<file path="config.mk">
export PLATFORM = sky130hd
export DESIGN_NAME = lm_sm_sequencer
export DESIGN_NICKNAME = d
export VERILOG_FILES = /design/src/rtl/lm_sm_sequencer.sv
export SDC_FILE = /design/constraint.sdc
export NUM_CORES = 1
export LEC_CHECK = 0
export ABC_AREA = 0
export CORE_MARGIN = 5
export CORE_UTILIZATION = 46
export CTS_BUF_LIST = sky130_fd_sc_hd__clkbuf_16
export DETAILED_ROUTE_END_ITERATION = 6
export PLACE_DENSITY = 0.86
export SETUP_SLACK_MARGIN = 0.2
export SKIP_LAST_GASP = 1
export SYNTH_ARGS = -nofsm -noshare
export SYNTH_HDL_FRONTEND = slang
export SYNTH_SLANG_ARGS = --single-unit
</file>
<file path="constraint.sdc">
create_clock -name clk -period 3.5 [get_ports clk]
set_clock_uncertainty 0.15 [all_clocks]
set_input_delay 0.35 -clock clk [delete_from_list [all_inputs] [get_ports clk]]
set_output_delay 0.35 -clock clk [all_outputs]
set_load 0.01 [all_outputs]
</file>
<file path="src/rtl/lm_sm_sequencer.sv">
`default_nettype none
// ============================================================================
// Module  : lm_sm_sequencer
// Purpose : Load-multiple / store-multiple transfer engine. It walks a register
//           bitmap from the lowest set bit upward, moving one word per set bit
//           at consecutive memory addresses over a req/ack handshake.
// Revision: 1.0 - initial release
// ============================================================================
module lm_sm_sequencer #(
   parameter int NREG      = 8,
   parameter int DW        = 16,
   parameter int AW        = 16,
   parameter int ADDR_STEP = 1,
   parameter int IDXW      = $clog2(NREG),
   parameter int CNTW      = $clog2(NREG + 1)
) (
   input  logic            clk,
   input  logic            proc_rst,
   input  logic            start,
   input  logic            is_store,
   input  logic [NREG-1:0] reg_list,
   input  logic [AW-1:0]   base_addr,
   output logic            busy,
   output logic            done,
   output logic [CNTW-1:0] xfer_count,
   output logic [AW-1:0]   final_addr,
   output logic [IDXW-1:0] rf_raddr,
   input  logic [DW-1:0]   rf_rdata,
   output logic            rf_wen,
   output logic [IDXW-1:0] rf_waddr,
   output logic [DW-1:0]   rf_wdata,
   output logic            mem_req,
   output logic            mem_we,
   output logic [AW-1:0]   mem_addr,
   output logic [DW-1:0]   mem_wdata,
   input  logic [DW-1:0]   mem_rdata,
   input  logic            mem_ack
);

   typedef enum logic [1:0] {
      S_IDLE = 2'd0,
      S_REQ  = 2'd1,
      S_WB   = 2'd2,
      S_DONE = 2'd3
   } state_t;

   state_t          r_state;
   state_t          w_state_next;
   logic [NREG-1:0] r_pending;
   logic [NREG-1:0] w_pending_clr;
   logic [AW-1:0]   r_addr;
   logic [AW-1:0]   r_final_addr;
   logic            r_store;
   logic [CNTW-1:0] r_count;
   logic [IDXW-1:0] r_wb_idx;
   logic [DW-1:0]   r_wb_data;
   logic [IDXW-1:0] w_idx;

   // Priority encoder: the lowest pending register is always served first.
   always_comb begin
      w_idx = '0;
      for (int i = NREG - 1; i >= 0; i--) begin
         if (r_pending[i]) begin
            w_idx = IDXW'(i);
         end
      end
   end

   assign w_pending_clr = r_pending & ~(NREG'(1) << w_idx);

   always_ff @(posedge clk) begin
      if (proc_rst) begin
         r_state      <= S_IDLE;
         r_pending    <= '0;
         r_addr       <= '0;
         r_final_addr <= '0;
         r_store      <= 1'b0;
         r_count      <= '0;
         r_wb_idx     <= '0;
         r_wb_data    <= '0;
      end else begin
         r_state <= w_state_next;
         case (r_state)
            S_IDLE: begin
               if (start) begin
                  r_pending <= reg_list;
                  r_addr    <= base_addr;
                  r_store   <= is_store;
                  r_count   <= '0;
               end
            end
            S_REQ: begin
               if (mem_ack) begin
                  r_pending <= w_pending_clr;
                  r_addr    <= r_addr + AW'(ADDR_STEP);
                  r_count   <= r_count + CNTW'(1);
                  if (!r_store) begin
                     r_wb_idx  <= w_idx;
                     r_wb_data <= mem_rdata;
                  end
               end
            end
            S_DONE: begin
               r_final_addr <= r_addr;
            end
            default: ;
         endcase
      end
   end

   always_comb begin
      w_state_next = r_state;
      busy         = 1'b0;
      done         = 1'b0;
      mem_req      = 1'b0;
      mem_we       = 1'b0;
      mem_wdata    = '0;
      rf_wen       = 1'b0;
      case (r_state)
         S_IDLE: begin
            if (start) begin
               w_state_next = (reg_list == '0) ? S_DONE : S_REQ;
            end
         end
         S_REQ: begin
            busy      = 1'b1;
            mem_req   = 1'b1;
            mem_we    = r_store;
            mem_wdata = rf_rdata;
            if (mem_ack) begin
               if (!r_store) begin
                  w_state_next = S_WB;
               end else if (w_pending_clr == '0) begin
                  w_state_next = S_DONE;
               end
            end
         end
         S_WB: begin
            busy         = 1'b1;
            rf_wen       = 1'b1;
            w_state_next = (r_pending == '0) ? S_DONE : S_REQ;
         end
         S_DONE: begin
            done         = 1'b1;
            w_state_next = S_IDLE;
         end
         default: w_state_next = S_IDLE;
      endcase
   end

   assign xfer_count = r_count;
   // The address register already holds the post-transfer address in DONE.
   assign final_addr = (r_state == S_DONE) ? r_addr : r_final_addr;
   assign mem_addr   = r_addr;
   assign rf_raddr   = w_idx;
   assign rf_waddr   = r_wb_idx;
   assign rf_wdata   = r_wb_data;

endmodule
`default_nettype wire

</file>
==> impl_metrics.py <==
metrics = {
    "run_status": {
        "status": "completed",
    },
    "route": {
        "drt_iter0_markers": 238,
        "wl_per_cell_um": 16.0,
        "dr_total_vias": 3454,
        "drc": 0,
        "viasPerCell": 5.47,
        "wl_um": 10100,
        "firstDrtPassIters": 5,
        "ant_nets": 0,
    },
    "placement": {
        "portBuffers": 139,
        "placedCellCount": 616,
        "dp_slack_ps": 1000,
        "gp_congestion": 0.908,
        "place_area_um2": 4730,
        "dp_hpwl_um": 7450,
    },
    "global_routing": {
        "grtUsageTotal_pct": 22.5,
        "grt_max_degree": 55,
        "grt_pass1_wl_um": 16200,
        "antenna_found_initial": 0,
        "grt_overflow_total": 0,
        "grt_pass1_vias": 3344,
    },
    "die": {
        "initial_core_util_pct": 46.4,
        "row_count": 31,
        "core_um2": 7140,
        "die_h_um": 94.8,
        "io-pin-count": 140,
        "die_area_um2": 8990,
        "die_w_um": 94.8,
    },
    "clocking": {
        "cts.repair.resized": 0,
        "cts_setup_buffers": 0,
        "htreeDepth": 3,
        "clockBufferDepth": 2,
        "clk_pin_slew_ps": 50,
        "ctsHoldBuffers": 0,
        "clockRootBuffer": "clkbuf_16",
        "clock_sinks": 66,
        "numCtsBuffers": 9,
        "cts_tree": "done",
        "clk_latency_ps": 330,
    },
    "sta": {
        "clock.fmax_ghz": 0.349,
        "slew_headroom_pct": 33.6,
        "rsz0062_at_grt": "no",
        "fin_crit_sh_pct": 81.8,
        "fin_setup_tns_ps": 0,
        "min_period_ps": 2860,
        "timing.hold.ws_ps": 302,
        "worst_pin_slew_ps": 996,
        "setup_violations": 0,
        "slew_viol_final": 0,
        "final_hold_viol_count": 0,
        "fin_ws_ps": 637,
    },
    "logic_synthesis": {
        "synth_ff_type": "dfxtp_1",
        "yosysSeqAreaShare_pct": 39.9,
        "ys.warnings.count": 0,
        "synth_compound_area_share_pct": 19.5,
        "synthAdderAreaFrac_pct": 2.95,
        "synthSimpleGateAreaFrac_pct": 26.3,
        "synth_top_family_by_area": "simple AND/OR/NAND/NOR gates",
        "synth_enable_flop_cells": 0,
        "synthArstFlopShare_pct": 0,
        "synth_cells": 403,
        "synth_top_area_cell": "dfxtp_1",
        "synth_top_area_share_pct": 39.9,
        "synthMuxAreaShare_pct": 5.74,
        "synth_area_um2": 3310,
        "synthXorXnorAreaFrac_pct": 0.529,
        "ys_seq_elements": 66,
        "synth_area_per_cell_um2": 8.22,
        "synth.net_count": 471,
        "synth_area_leaders": "dfxtp_1 (40%), nand2_1 (6.2%), a21oi_1 (6.0%)",
        "synth_cell_types": 58,
    },
    "power_and_ir_drop": {
        "p_clk_share_pct": 24.9,
        "peakVddDrop_uv": 402,
        "power_mw": 3.46,
        "power-per-cell-area_nw_per_um2": 689,
        "leakagePower_nw": 1.84,
        "p_sw_mw": 1.29,
        "internal-power_mw": 2.17,
        "combPwrFrac_pct": 43.8,
        "switching_share_pct": 37.2,
        "pwr-share-seq_pct": 31.2,
    },
    "finish": {
        "stdcell_count": 632,
        "drive_gt1_share_pct": 8.82,
        "area_growth_pct": 51.6,
        "diodes": 0,
        "final_util_pct": 70.3,
        "design_area_um2": 5020,
        "final_nets": 596,
    },
    "worst_setup_path": {
        "cp-start-kind": "flip-flop",
        "cp.arrival_ps": 2360,
        "crit_type": "reg2out",
        "cp-end-kind": "output pin",
        "required_ps": 3000,
        "crit_fanout": 35,
    },
    "hold_path": {
        "hold_path_class": "reg2reg",
    },
    "run": {
        "maxCapViolations": 0,
    },
}
cell usage in the layout, fill, tap and decap left out, types with 2 or more instances in the layout:
cell type        instances
nand3_1                  5
nand4_1                  2
a41o_1                   2
o2bb2ai_1                3
o31a_1                   3
buf_4                    5
o21ai_1                  9
o32ai_1                  5
xor2_1                   2
nand2_1                 55
a21oi_1                 40
nor4_1                   6
a31oi_1                  2
nor2_1                  32
a22oi_1                  9
inv_1                   10
mux2_2                  16
or3_1                    2
ha_1                     7
clkinv_2                 3
and3_1                   2
o211ai_1                 2
o21ai_0                  8
and2_1                  18
clkbuf_16                9
nor2b_1                 20
a211oi_1                 2
nand2b_1                 3
clkdlybuf4s50_1        138
nor3_1                  15
dfxtp_1                 66
worst paths after layout:
kind	slack, ps	depth (start not counted)	endpoint	startpoint
setup / recovery	640	5	mem_wdata[0]	r_state[1]$_SDFFE_PP0P_
hold / removal	300	2	rf_waddr[2]$_SDFFE_PP0P_	rf_waddr[2]$_SDFFE_PP0P_
setup reg to reg	1010	6	mem_addr[14]$_SDFFE_PP0P_	r_state[1]$_SDFFE_PP0P_
hold reg to reg	300	2	rf_waddr[2]$_SDFFE_PP0P_	rf_waddr[2]$_SDFFE_PP0P_
routing by layer:
layer | wire, um | global-route usage (%) | vias up
met5 | 0 | 0 | -
met4 | 204 | 11.3 | 0
met3 | 828 | 5.18 | 14
met2 | 4980 | 36.2 | 160
met1 | 4120 | 28.1 | 1615
li1 | - | - | 1665
critical path, stage by stage, from the launching register on:
cell	delay (ps)
dfxtp_1	340
inv_1	140
ha_1	420
buf_4	390
and2_1	190
clkdlybuf4s50_1	550
registers in the layout (all words and copies together), names as in the netlist:
name / count
r_pending: 8
r_final_addr: 16
r_state: 2
rf_wdata: 16
r_store: 1
mem_addr: 16
xfer_count: 4
rf_waddr: 3
kinds of logic after synthesis:
family	after synthesis
AND/OR/NAND/NOR	171
AO/OA/AOI/OAI	99
flip-flops	66
buffers and inverters	40
multiplexers	17
adder cells (fa/ha/maj)	8
XOR/XNOR	2
final cells by class:
class	instances	area (um2)
Multi-Input combinational cell	297	1830
Clock inverter	7	61.3
Timing Repair Buffer	144	1420
Tap cell	99	124
Fill cell	595	2120
Clock buffer	9	225
Sequential cell	66	1320
Inverter	10	37.5
cells in the mapped netlist, types with 2 or more instances:
master     count
a211oi_1       3
a21oi_1       40
a22oi_1        9
a31oi_1        2
a41o_1         2
and2_1        18
and3_1         2
buf_2          3
buf_6          2
clkbuf_1      24
dfxtp_1       66
ha_1           7
inv_1          9
mux2_2        16
nand2_1       55
nand2b_1       3
nand3_1        5
nand4_1        2
nor2_1        32
nor2b_1       20
nor3_1        15
nor4_1         6
o211ai_1       2
o21ai_0        8
o21ai_1        9
o2bb2ai_1      3
o31a_1         3
o32ai_1        5
or3_1          2
xor2_1         2
power by group through the flow:
stage | combinational [mW] | sequential, mW | clock [mW]
2_1_floorplan | 0.857 | 1.07 | 0
3_3_place_gp | 1.47 | 1.08 | 0
3_5_place_dp | 1.51 | 1.09 | 0
4_1_cts | 1.52 | 1.07 | 0.879
5_1_grt | 1.66 | 1.10 | 0.915
6_report | 1.52 | 1.08 | 0.862
No activity file was read; power rests on OpenSTA's default activity.
